File: src/rtl/rs_encoder_ctrl.sv
// Frame sequencer for an RS(N,K) encoder: loads K message symbols, then shifts out N-K parity symbols.
// Optional shortened-code support (msg_len port) is enabled by defining RS_SHORTEN_EN.
module rs_encoder_ctrl #(
  parameter int SYM_W = 8,
  parameter int N     = 255,
  parameter int K     = 239
) (
  input  logic             clk,
  input  logic             stop,
  input  logic             start,
  input  logic             in_valid,
  input  logic [SYM_W-1:0] in_data,
  output logic             in_ready,
  output logic [SYM_W-1:0] enc_mx,
  output logic             enc_clr,
  output logic             enc_load,
  output logic             enc_work,
  input  logic [SYM_W-1:0] par_data,
  output logic             out_valid,
  output logic [SYM_W-1:0] out_data,
  output logic             out_sop,
  output logic             out_eop,
  output logic             busy,
  output logic [7:0]       counter
`ifdef RS_SHORTEN_EN
  ,
  input  logic [7:0]       msg_len
`endif
);

  localparam logic [1:0] S_IDLE = 2'd0;
  localparam logic [1:0] S_CLR  = 2'd1;
  localparam logic [1:0] S_LOAD = 2'd2;
  localparam logic [1:0] S_PAR  = 2'd3;

  localparam logic [7:0] K_L = 8'(K);
  localparam logic [7:0] P_L = 8'(N - K);

  logic [1:0]       state_q, state_d;
  logic             pend_q, pend_d;
  logic [7:0]       cnt_q, cnt_d;
  logic             vld_q, vld_d;
  logic             sop_q, sop_d;
  logic             eop_q, eop_d;
  logic [SYM_W-1:0] data_q, data_d;
  logic [7:0]       len_w;
  logic             accept;

`ifdef RS_SHORTEN_EN
  logic [7:0] len_q, len_d;
  logic [7:0] len_clamped;

  // A zero length still carries one message symbol; lengths beyond K saturate.
  assign len_clamped = (msg_len == 8'd0) ? 8'd1 : ((msg_len > K_L) ? K_L : msg_len);
  assign len_w       = len_q;

  always_comb begin
    len_d = len_q;
    if (state_q == S_IDLE && start) len_d = len_clamped;
  end

  always_ff @(posedge clk or posedge stop) begin
    if (stop) len_q <= K_L;
    else      len_q <= len_d;
  end
`else
  assign len_w = K_L;
`endif

  assign accept   = in_valid && (state_q == S_LOAD);
  assign in_ready = (state_q == S_LOAD);
  assign enc_clr  = (state_q == S_CLR);
  assign enc_load = accept;
  assign enc_mx   = accept ? in_data : '0;
  assign enc_work = (state_q == S_PAR);
  assign busy     = (state_q != S_IDLE);
  assign counter  = cnt_q;

  assign out_valid = vld_q;
  assign out_data  = data_q;
  assign out_sop   = sop_q;
  assign out_eop   = eop_q;

  always_comb begin
    state_d = state_q;
    pend_d  = pend_q;
    cnt_d   = cnt_q;
    vld_d   = 1'b0;
    sop_d   = 1'b0;
    eop_d   = 1'b0;
    data_d  = data_q;
    if (start && state_q != S_IDLE) pend_d = 1'b1;
    case (state_q)
      S_IDLE: if (start) state_d = S_CLR;
      S_CLR: begin
        cnt_d   = 8'd0;
        state_d = S_LOAD;
      end
      S_LOAD: begin
        if (accept) begin
          vld_d  = 1'b1;
          data_d = in_data;
          sop_d  = (cnt_q == 8'd0);
          if (cnt_q == len_w - 8'd1) begin
            cnt_d   = 8'd0;
            state_d = S_PAR;
          end else begin
            cnt_d = cnt_q + 8'd1;
          end
        end
      end
      default: begin
        vld_d  = 1'b1;
        data_d = par_data;
        cnt_d  = cnt_q + 8'd1;
        if (cnt_q == P_L - 8'd1) begin
          eop_d   = 1'b1;
          // A start arriving on the final parity cycle still chains the next frame.
          state_d = (pend_q || start) ? S_CLR : S_IDLE;
        end
      end
    endcase
    if (state_d == S_CLR && state_q != S_CLR) pend_d = 1'b0;
  end

  always_ff @(posedge clk or posedge stop) begin
    if (stop) begin
      state_q <= S_IDLE;
      pend_q  <= 1'b0;
      cnt_q   <= 8'd0;
      vld_q   <= 1'b0;
      sop_q   <= 1'b0;
      eop_q   <= 1'b0;
      data_q  <= '0;
    end else begin
      state_q <= state_d;
      pend_q  <= pend_d;
      cnt_q   <= cnt_d;
      vld_q   <= vld_d;
      sop_q   <= sop_d;
      eop_q   <= eop_d;
      data_q  <= data_d;
    end
  end

endmodule

File: config.mk
export PLATFORM = sky130hd
export DESIGN_NAME = rs_encoder_ctrl
export DESIGN_NICKNAME = d
export VERILOG_FILES = /design/src/rtl/rs_encoder_ctrl.sv
export SDC_FILE = /design/constraint.sdc
export NUM_CORES = 1
export LEC_CHECK = 0
export BUFFER_PORTS_ARGS = -buffer_cell sky130_fd_sc_hd__buf_4
export CAP_MARGIN = 20
export CORE_ASPECT_RATIO = 1.25
export CORE_MARGIN = 4
export CORE_UTILIZATION = 52
export DETAILED_ROUTE_END_ITERATION = 16
export GPL_TIMING_DRIVEN = 0
export PLACE_DENSITY = 0.84
export SKIP_CTS_REPAIR_TIMING = 1
export SLEW_MARGIN = 10
export SYNTH_ARGS = -nofsm -noshare
export SYNTH_HDL_FRONTEND = slang
export SYNTH_SLANG_ARGS = --single-unit
File: constraint.sdc
create_clock -name clk -period 4.8 [get_ports clk]
set_clock_uncertainty 0.1 [all_clocks]
set_input_delay 0.48 -clock clk [delete_from_list [all_inputs] [get_ports clk]]
set_output_delay 0.48 -clock clk [all_outputs]
set_load 0.005 [all_outputs]
# Word-level counts from Yosys, hierarchy flattened

Cells that the tools add are included.

Flip-flop bits (word level): 22
Bits in latches: 0
Memory bits (writable): 0
Bits in read-only memories: 0
Bits of input ports: 20
Output and inout port bits: 32
Word-level logic and storage cells: 50
Memories: 0

Add/sub/neg operators: 1
$mul: 0
Div/mod/pow operators: 0
$lt $le $gt $ge: 0
Equal/unequal tests: 8
Shift-type cells: 0
Muxes and demuxes: 20
Bitwise gates (word level): 2
Reduce and logical (&&, ||, !) cells: 12

Operator list:

| operator                                              | count |
|---|---|
| 2-to-1 mux 8 bit                                      | 4 |
| case mux 8 bit (3 select lines)                       | 1 |
| case mux 8 bit (2 select lines)                       | 1 |
| adder 8 x 1 -> 8 bit, second input constant           | 1 |
| equality test 8 x 4 -> 1 bit, second input constant   | 1 |
| equality test 8 bit, second input constant            | 1 |
| zero test 8 bit                                       | 1 |
| 2-to-1 mux 1 bit                                      | 8 |
| 2-to-1 mux 2 bit                                      | 4 |
| case mux 2 bit (3 select lines)                       | 1 |
| equality test 2 x 1 -> 1 bit, second input constant   | 2 |
| equality test 2 bit, second input constant            | 2 |
| inequality test 2 x 1 -> 1 bit, second input constant | 2 |
| AND reduction 2 bit                                   | 2 |
| nonzero test 2 bit                                    | 2 |
| logical AND 1 bit                                     | 3 |
| OR reduction 3 bit                                    | 1 |
| zero test 2 bit                                       | 1 |
| NOT 1 bit                                             | 2 |
| case mux 1 bit (2 select lines)                       | 1 |
| OR reduction 2 bit                                    | 1 |
| logical OR 1 bit                                      | 1 |

# Longest topological paths before layout

Gate-level depths: netlist of the first run.

Depth in word-level cells: 7
Mapped depth: 7
Gate-level depth less buffers: 6

# Worst setup path before layout of the first run

OpenSTA, ideal clock, no wires.

Kind: register to register
Start: register state_q[0]
End: register data_q[0], in the netlist out_data[0]
Library setup time: 125 ps
Data arrival time: 1,712 ps
Required time: 4,575 ps
Setup slack: 2,863 ps
Cell stages (with the launch flop): 8
Buffers on the path: 1
Clock period less this slack: 1,937 ps
Path through: dfrtp_1 -> inv_1 -> ha_1 -> nor2b_2 -> or2_1 -> buf_6 -> nor2_8 -> mux2_2

Longest elaborated chain between the ends: 4
Elaborated cells on any way between the ends: 9
Those cells by class: eq/ne (3); mux (1); bitwise (1); reduce/logical (4)

Ends and longest elaborated chain:

| element                                  | line | source |
|---|---|---|
| start: declaration                       | 39   | `logic [1:0] state_q, state_d;` |
| start signal: assignment                 | 136  | `state_q <= state_d;` |
| equality test 2 bit (*)                  | -    |  |
| named net in_ready                       | 13   | `output logic in_ready,` |
| logical AND 1 bit                        | 70   | `assign accept = in_valid && (state_q == S_LOAD);` |
| inequality test 2 x 1 -> 1 bit (no line) | -    |  |
| AND reduction 2 bit (no line)            | -    |  |
| end signal: assignment                   | 142  | `data_q <= data_d;` |
| end: declaration                         | 45   | `logic [SYM_W-1:0] data_q, data_d;` |

Mark *: on every way through the listed nets, which the timed path passes. The rest lies on a longest branch.
A chain may end at the register's enable or synchronous reset.

# Final worst setup path of the first run

Start: register state_q[0]
End: output enc_mx[3]

Longest elaborated chain between the ends: 3

Ends and longest elaborated chain:

| element             | line | source |
|---|---|---|
| equality test 2 bit | 70   |  |
| logical AND 1 bit   | 70   |  |
| 2-to-1 mux 8 bit    | 74   | `assign enc_mx = accept ? in_data : '0;` |
| end: declaration    | 14   | `output logic [SYM_W-1:0] enc_mx,` |

No other way between the ends.

==> results of run 1 <==
-- routing by layer --
layer	vias to the layer above	wire [um]	track usage [%]
met5	-	0	0
met4	0	18	7.35
met3	2	318	4.08
met2	59	1540	33.5
met1	556	1160	19.6
li1	574	-	-
-- layout by cell type, fill, tap and decap left out, drive strengths merged, types with 2 or more instances in the layout --
cell / instances
nand3: 5
and3: 9
clkbuf: 7
mux2: 16
nor2b: 3
inv: 10
buf: 55
o31ai: 2
dfrtp: 22
nand2: 11
nor4: 4
a21oi: 4
ha: 7
nor2: 6
o21ai: 3
a31oi: 2
-- area by class of cell --
type	count	area, um^2
fillers	183	644
plain buffers	8	43.8
clock inverters	1	30.0
repair buffers	51	383
clock buffers	3	22.5
multi-input cells	91	724
inverters	10	37.5
flip-flops and latches	22	551
well taps	33	41.3
-- power breakdown --
part,leakage (nW),internal (W),switching [W],total (W)
logic,0.614,0.000349,0.000336,0.000685
registers,0.271,0.000267,0.0000566,0.000324
clock network,0.0279,0.0000844,0.0000552,0.000140
-- cells by family (layout without fill, tap and decap cells) --
kind of cell,Yosys count,in the layout,synth area share [%]
adder cells (fa/ha/maj),7,7,6.46
multiplexers,17,17,14.0
AO/OA/AOI/OAI,20,20,11.2
AND/OR/NAND/NOR,46,46,21.1
XOR/XNOR,1,1,0.646
flip-flops,22,22,40.6
buffers and inverters,18,73,6.00
-- how the worst max path moves through the flow --
stage               startpoint           to  slack (ns)
finish              state_q[0]    enc_mx[3]        2.50
global route        state_q[0]    enc_mx[3]        2.35
CTS                 state_q[0]    enc_mx[3]        2.48
detailed placement  state_q[0]  out_data[2]        2.66
global placement    state_q[0]  out_data[7]        2.72
floorplan           state_q[0]  out_data[0]        2.86
-- per-stage QoR --
stage	power, W	area, um^2
after CTS	0.00116	1830
final	0.00115	1830
after global placement	0.000995	1780
after global routing	0.00125	1830
after detailed placement	0.00102	1780
after floorplan	0.000763	1360
-- state kept, by name, indices dropped and copies added (netlist names) --
signal     cells
pend_q         1
counter        8
out_eop        1
out_data       8
out_valid      1
state_q        2
out_sop        1
==> results.rst, run 1 <==
.. list-table::
   :header-rows: 1

   * - Metric
     - Value
   * - P_leak
     - 0.913 nW
   * - Asr flop ratio synth
     - 100%
   * - NumNets Final
     - 214
   * - Number of global-route vias before repair
     - ~1100
   * - Share of final-layout standard cells stronger than drive strength 1
     - between 40% and 50%
   * - CP Capture Type
     - output port
   * - Number of I/O pins
     - 52
   * - Antenna violations before repair
     - 0
   * - Placed Cells
     - between 200 and 250
   * - WL per Instance
     - between 10 and 15 um
   * - Series of cell instances along the critical path
     - inv_1, ha_1, clkbuf_1, and3_1, buf_4
   * - Pin count of the biggest net entering global routing
     - 23
   * - Delay contributed by the slowest stage of the critical path
     - 0.46 ns
   * - Final cell count without fillers
     - between 200 and 250
   * - Synth top cells by count
     - dfrtp_1 (22), mux2_2 (16), nand2_1 (11), inv_1 (10), and3_1 (9)
   * - Top Family by Delay on Critical Path
     - buffers and inverters
   * - Row count
     - 20
   * - Die height
     - 65.1 um
   * - Dpl hpwl
     - 2.39 mm
   * - Max Fanout on Critical Path
     - 10
   * - Final routed DRC violation total
     - 0
   * - Data arrival time of the critical path
     - about 1.7 ns
   * - Count of antenna-violating nets left after detailed routing
     - 0
   * - R2R depth
     - 7
   * - Number of DRC markers in iteration 0
     - 33
   * - Most frequent cell after synthesis
     - dfrtp_1
   * - Class of the tightest hold or removal check
     - in -> async
   * - Slowest CP cell
     - dfrtp_1
   * - Clk Latency, worst-skew pair
     - about 0.31 ns
   * - Reg clk slew, reported paths
     - 0.12 ns
   * - Number of different library cells in the post-synthesis netlist
     - 41
   * - Tcrit/Tclk final
     - 47.9%
   * - Tmin final
     - ~2.3 ns
   * - Slew Limit Headroom
     - a little under half
   * - Least-Margin Pin Slew
     - roughly 0.8 ns
   * - Quantity of I/O buffers inserted on ports
     - between 50 and 60
   * - Global-route wire length before repair
     - 4.81 mm
   * - Cell Area, Synth
     - 1360 um^2
   * - Clock tree from TritonCTS
     - done
   * - CTS H-tree depth
     - 1
   * - CP bufs+invs
     - 3
   * - Total inserted antenna cells
     - 0
   * - VDD IR-drop max
     - ~0.00036 V
   * - Root Buffer
     - clkbuf_4
   * - Detailed-route vias per instance
     - 5.44
   * - Number of failing hold endpoints at the final stage
     - 0
   * - Num CTS Buffers
     - 3
   * - Post-synth top area share
     - 40.6%
   * - Critical path class
     - reg -> out
   * - Pre-CTS WS
     - 2.66 ns
   * - Outcome
     - complete, no violations
   * - Max frequency
     - 435 MHz
   * - R2r endpoint
     - out_data[2]
   * - Required time at the endpoint of the critical path
     - 4.22 ns
   * - Post-route setup slack
     - 2.50 ns
   * - Global placer's final weighted congestion
     - 0.863
   * - Area contributors post-synth
     - dfrtp_1 (41%), mux2_2 (13%), ha_1 (6.5%)
   * - Sum of negative setup slack
     - 0 ns
   * - Area grow syn2layout
     - 35.1%
   * - Top flip-flop cell by instance count after synthesis
     - dfrtp_1
   * - Buffer depth of the longest clock path
     - 2
   * - Via total after detailed routing
     - 1191
   * - Final standard cell utilization of the core
     - about three quarters
   * - Startpoint kind of the worst setup timing path
     - register
   * - Cell type contributing the most total cell area after synthesis
     - dfrtp_1
   * - Setup violations, final
     - 0
   * - GRT overflow
     - 0
   * - Die width
     - around 54 um
   * - Core region area
     - between 2000 and 2500 um^2
   * - Slack of the worst reg-to-reg path
     - 2.65 ns
   * - Number of flip-flops and latches in the synthesized netlist
     - 22
   * - Post-synthesis instance total
     - 131
   * - Sinks on Clock Net
     - 22
   * - Router iterations before antenna repair
     - 4
   * - Number of nets produced by synthesis
     - roughly 160
   * - Gr usage total
     - 18.4%
   * - Post-synthesis area per instance
     - roughly 10 um^2
   * - Seq/Total Area, Yosys
     - 40.6%
   * - Yosys warns
     - 0
   * - Number of slew-limit violations in the final report
     - 0
   * - Max-capacitance violation count
     - 0
   * - Initial cell density of the core
     - 54.7%
   * - Instance count on the critical path
     - 5
   * - Number of enable-type register cells in the synthesized netlist
     - 0
   * - Die Footprint
     - 3490 um^2
   * - Pwr Density
     - 627 nW/um^2
   * - Unrepaired setup endpoints after global routing
     - no
   * - Hold slack
     - 0.208 ns
   * - Start of the worst register-to-register path
     - state_q[0]
   * - Final Routed Wirelength
     - 3.03 mm
(Power assumes the default switching activity.)
==> run 2: changes to the inputs <==
CORE_UTILIZATION = 48   (was 52)
PLACE_DENSITY = 0.79   (was 0.84)
clock period = 2.15 ns   (was 4.8 ns; I/O delays follow)
==> results.rst, run 2 (synthesis gave the netlist of run 1 again) <==
.. list-table::
   :header-rows: 1

   * - Metric
     - Value
   * - Area grow syn2layout
     - 33.9%
   * - Count of antenna-violating nets left after detailed routing
     - 0 (unchanged)
   * - Portion of total power attributed to sequential cells
     - 29.3% (+1.1 points)
   * - Die width
     - 55.5 um (+3.5%)
   * - Via total after detailed routing
     - 1201 (+0.84%)
   * - Required time at the endpoint of the critical path
     - 2.25 ns (-1.97 ns)
   * - Pwr Density
     - 1370 nW/um^2 (+120%)
   * - Class of the tightest hold or removal check
     - in -> async
   * - P_leak
     - 0.907 nW (-0.67%)
   * - Global-route wire length before repair
     - 5.24 mm (+9.0%)
   * - Setup violations, final
     - 0 (unchanged)
   * - NumNets Final
     - 213 (-0.47%)
   * - Delay contributed by the slowest stage of the critical path
     - 0.44 ns (-0.02 ns)
   * - Number of global-route vias before repair
     - 1166 (+3.9%)
   * - Root Buffer
     - clkbuf_4
   * - Antenna violations before repair
     - 0 (unchanged)
   * - Final standard cell utilization of the core
     - 67.1% (-6.9 points)
   * - GRT overflow
     - 0 (unchanged)
   * - Top Family by Delay on Critical Path
     - simple AND/OR/NAND/NOR gates
   * - Most frequent standard cell in the layout excluding fill and tap cells
     - buf_4
   * - Num CTS Buffers
     - 3 (unchanged)
   * - Critical path class
     - reg -> reg
   * - Router iterations before antenna repair
     - 4 (unchanged)
   * - Number of failing hold endpoints at the final stage
     - 22 (+22)
   * - Dpl hpwl
     - 2.54 mm (+6.5%)
   * - Hold slack
     - -0.0360 ns (-0.244 ns)
   * - CTS H-tree depth
     - 1 (unchanged)
   * - Outcome
     - finished, violations left
   * - Least-Margin Pin Slew
     - 0.832 ns (+0.0379 ns)
   * - Quantity of I/O buffers inserted on ports
     - 51 (unchanged)
   * - Final Routed Wirelength
     - 3.24 mm (+6.9%)
   * - WL per Instance
     - 14.8 um (+6.9%)
   * - Tmin final
     - 2.06 ns
   * - Final routed DRC violation total
     - 0 (unchanged)
   * - Data arrival time of the critical path
     - 2.16 ns (+0.44 ns)
   * - Post-placement cell area
     - 1780 um^2 (about the same)
   * - CP bufs+invs
     - 2 (-1)
   * - Final cell area excluding filler cells
     - 1820 um^2 (-0.89%)
   * - Switching share of total power
     - 40.5% (+1.5 points)
   * - Slowest CP cell
     - dfrtp_2
   * - Series of cell instances along the critical path
     - inv_1, ha_1, nor2b_2, or2_1, buf_6, nor2_8, mux2_2
   * - Detailed-route vias per instance
     - 5.48 (+0.84%)
   * - Slew Limit Headroom
     - 44.5% (-2.5 points)
   * - Clk Latency, worst-skew pair
     - 0.30 ns (about the same)
   * - Pin count of the biggest net entering global routing
     - 23 (unchanged)
   * - Core region area
     - 2710 um^2 (+9.2%)
   * - Net switching power
     - 0.00101 W (+130%)
   * - Number of DRC markers in iteration 0
     - 50 (+52%)
   * - Top library cells by usage in the layout, fill and taps aside
     - buf_4 (51), dfrtp_1 (21), mux2_2 (16)
   * - Number of slew-limit violations in the final report
     - 0 (unchanged)
   * - Failing checks
     - negative hold slack
   * - Logic pwr share
     - 61.6% (+1.9 points)
   * - Tcrit/Tclk final
     - 96.0%
   * - Clock network fraction of total power
     - 9.0% (-3.2 points)
   * - Gr usage total
     - 17.7% (-0.71 points)
   * - Reg clk slew, reported paths
     - 0.12 ns (about the same)
   * - Sinks on Clock Net
     - 22 (unchanged)
   * - Total inserted antenna cells
     - 0 (unchanged)
   * - Share of final-layout standard cells stronger than drive strength 1
     - 45.9% (+1.3 points)
   * - Internal Dissipation
     - 0.00149 W (+110%)
   * - Startpoint kind of the worst setup timing path
     - register
   * - Max-capacitance violation count
     - 0 (unchanged)
   * - Die Footprint
     - 3750 um^2 (+7.2%)
   * - Clock tree from TritonCTS
     - done
   * - Number of I/O pins
     - 52 (unchanged)
   * - Row count
     - 21 (+5.0%)
   * - Global placer's final weighted congestion
     - 0.891 (+3.3%)
   * - Max frequency
     - 485 MHz
   * - VDD IR-drop max
     - 0.000960 V (+170%)
   * - Max Fanout on Critical Path
     - 8 (-2)
   * - Buffer depth of the longest clock path
     - 2 (unchanged)
   * - Die height
     - 67.4 um (+3.6%)
   * - CP Capture Type
     - register
   * - Initial cell density of the core
     - 50.1% (-4.6 points)
[run 2: path summary, 6_finish.rpt]
check                       startpoint          end  slack [ns]  cells past startpoint
setup / recovery            state_q[0]  out_data[6]        0.09                      7
min in group clk                 start       pend_q        0.13                      3
max in group asynchronous         stop   state_q[0]        1.42                      2
hold reg to reg            out_data[0]  out_data[0]        0.42                      1
hold / removal                    stop   counter[3]       -0.04                      2
setup reg to reg            state_q[0]  out_data[6]        0.09                      7
[run 2: power groups by stage]
stage	Clock (W)	Combinational [W]	Sequential, W
after global placement	0	0.00150	0.000725
final	0.000225	0.00154	0.000732
after CTS	0.000233	0.00156	0.000728
after floorplan	0	0.000974	0.000730
after global routing	0.000249	0.00171	0.000760
after detailed placement	0	0.00155	0.000737
[run 2: per-stage QoR]
stage / TNS [ns] / power (W) / cells / setup WS (ns)
after floorplan: 0 / 0.00170 / 131 / 0.213
after global placement: 0 / 0.00223 / 216 / 0.0563
after detailed placement: 0 / 0.00229 / 216 / 0.00719
after CTS: -0.169 / 0.00252 / 220 / -0.0284
after global routing: -0.00203 / 0.00272 / 219 / -0.00203
final: 0 / 0.00250 / 219 / 0.0866
[run 2: worst register-to-register path, stage by stage (launching register included)]
cell     delay, ns
dfrtp_2       0.44
inv_1         0.07
ha_1          0.24
nor2b_2       0.22
or2_1         0.23
buf_6         0.15
nor2_8        0.16
mux2_2        0.36
[run 2: area by class of cell]
class / count / area (um^2)
multi-input combinational: 91 / 724
tap: 34 / 42.5
clock buffer: 4 / 36.3
fill: 223 / 890
buffer: 7 / 41.3
sequential: 22 / 552
timing repair buffer: 51 / 383
inverter: 10 / 37.5
[run 2: routing by layer]
metal	vias up	track usage, %	wire length (um)
met5	-	0	0
met4	0	8.51	42
met3	5	3.82	210
met2	36	32.0	1690
met1	586	19.9	1300
li1	574	-	-
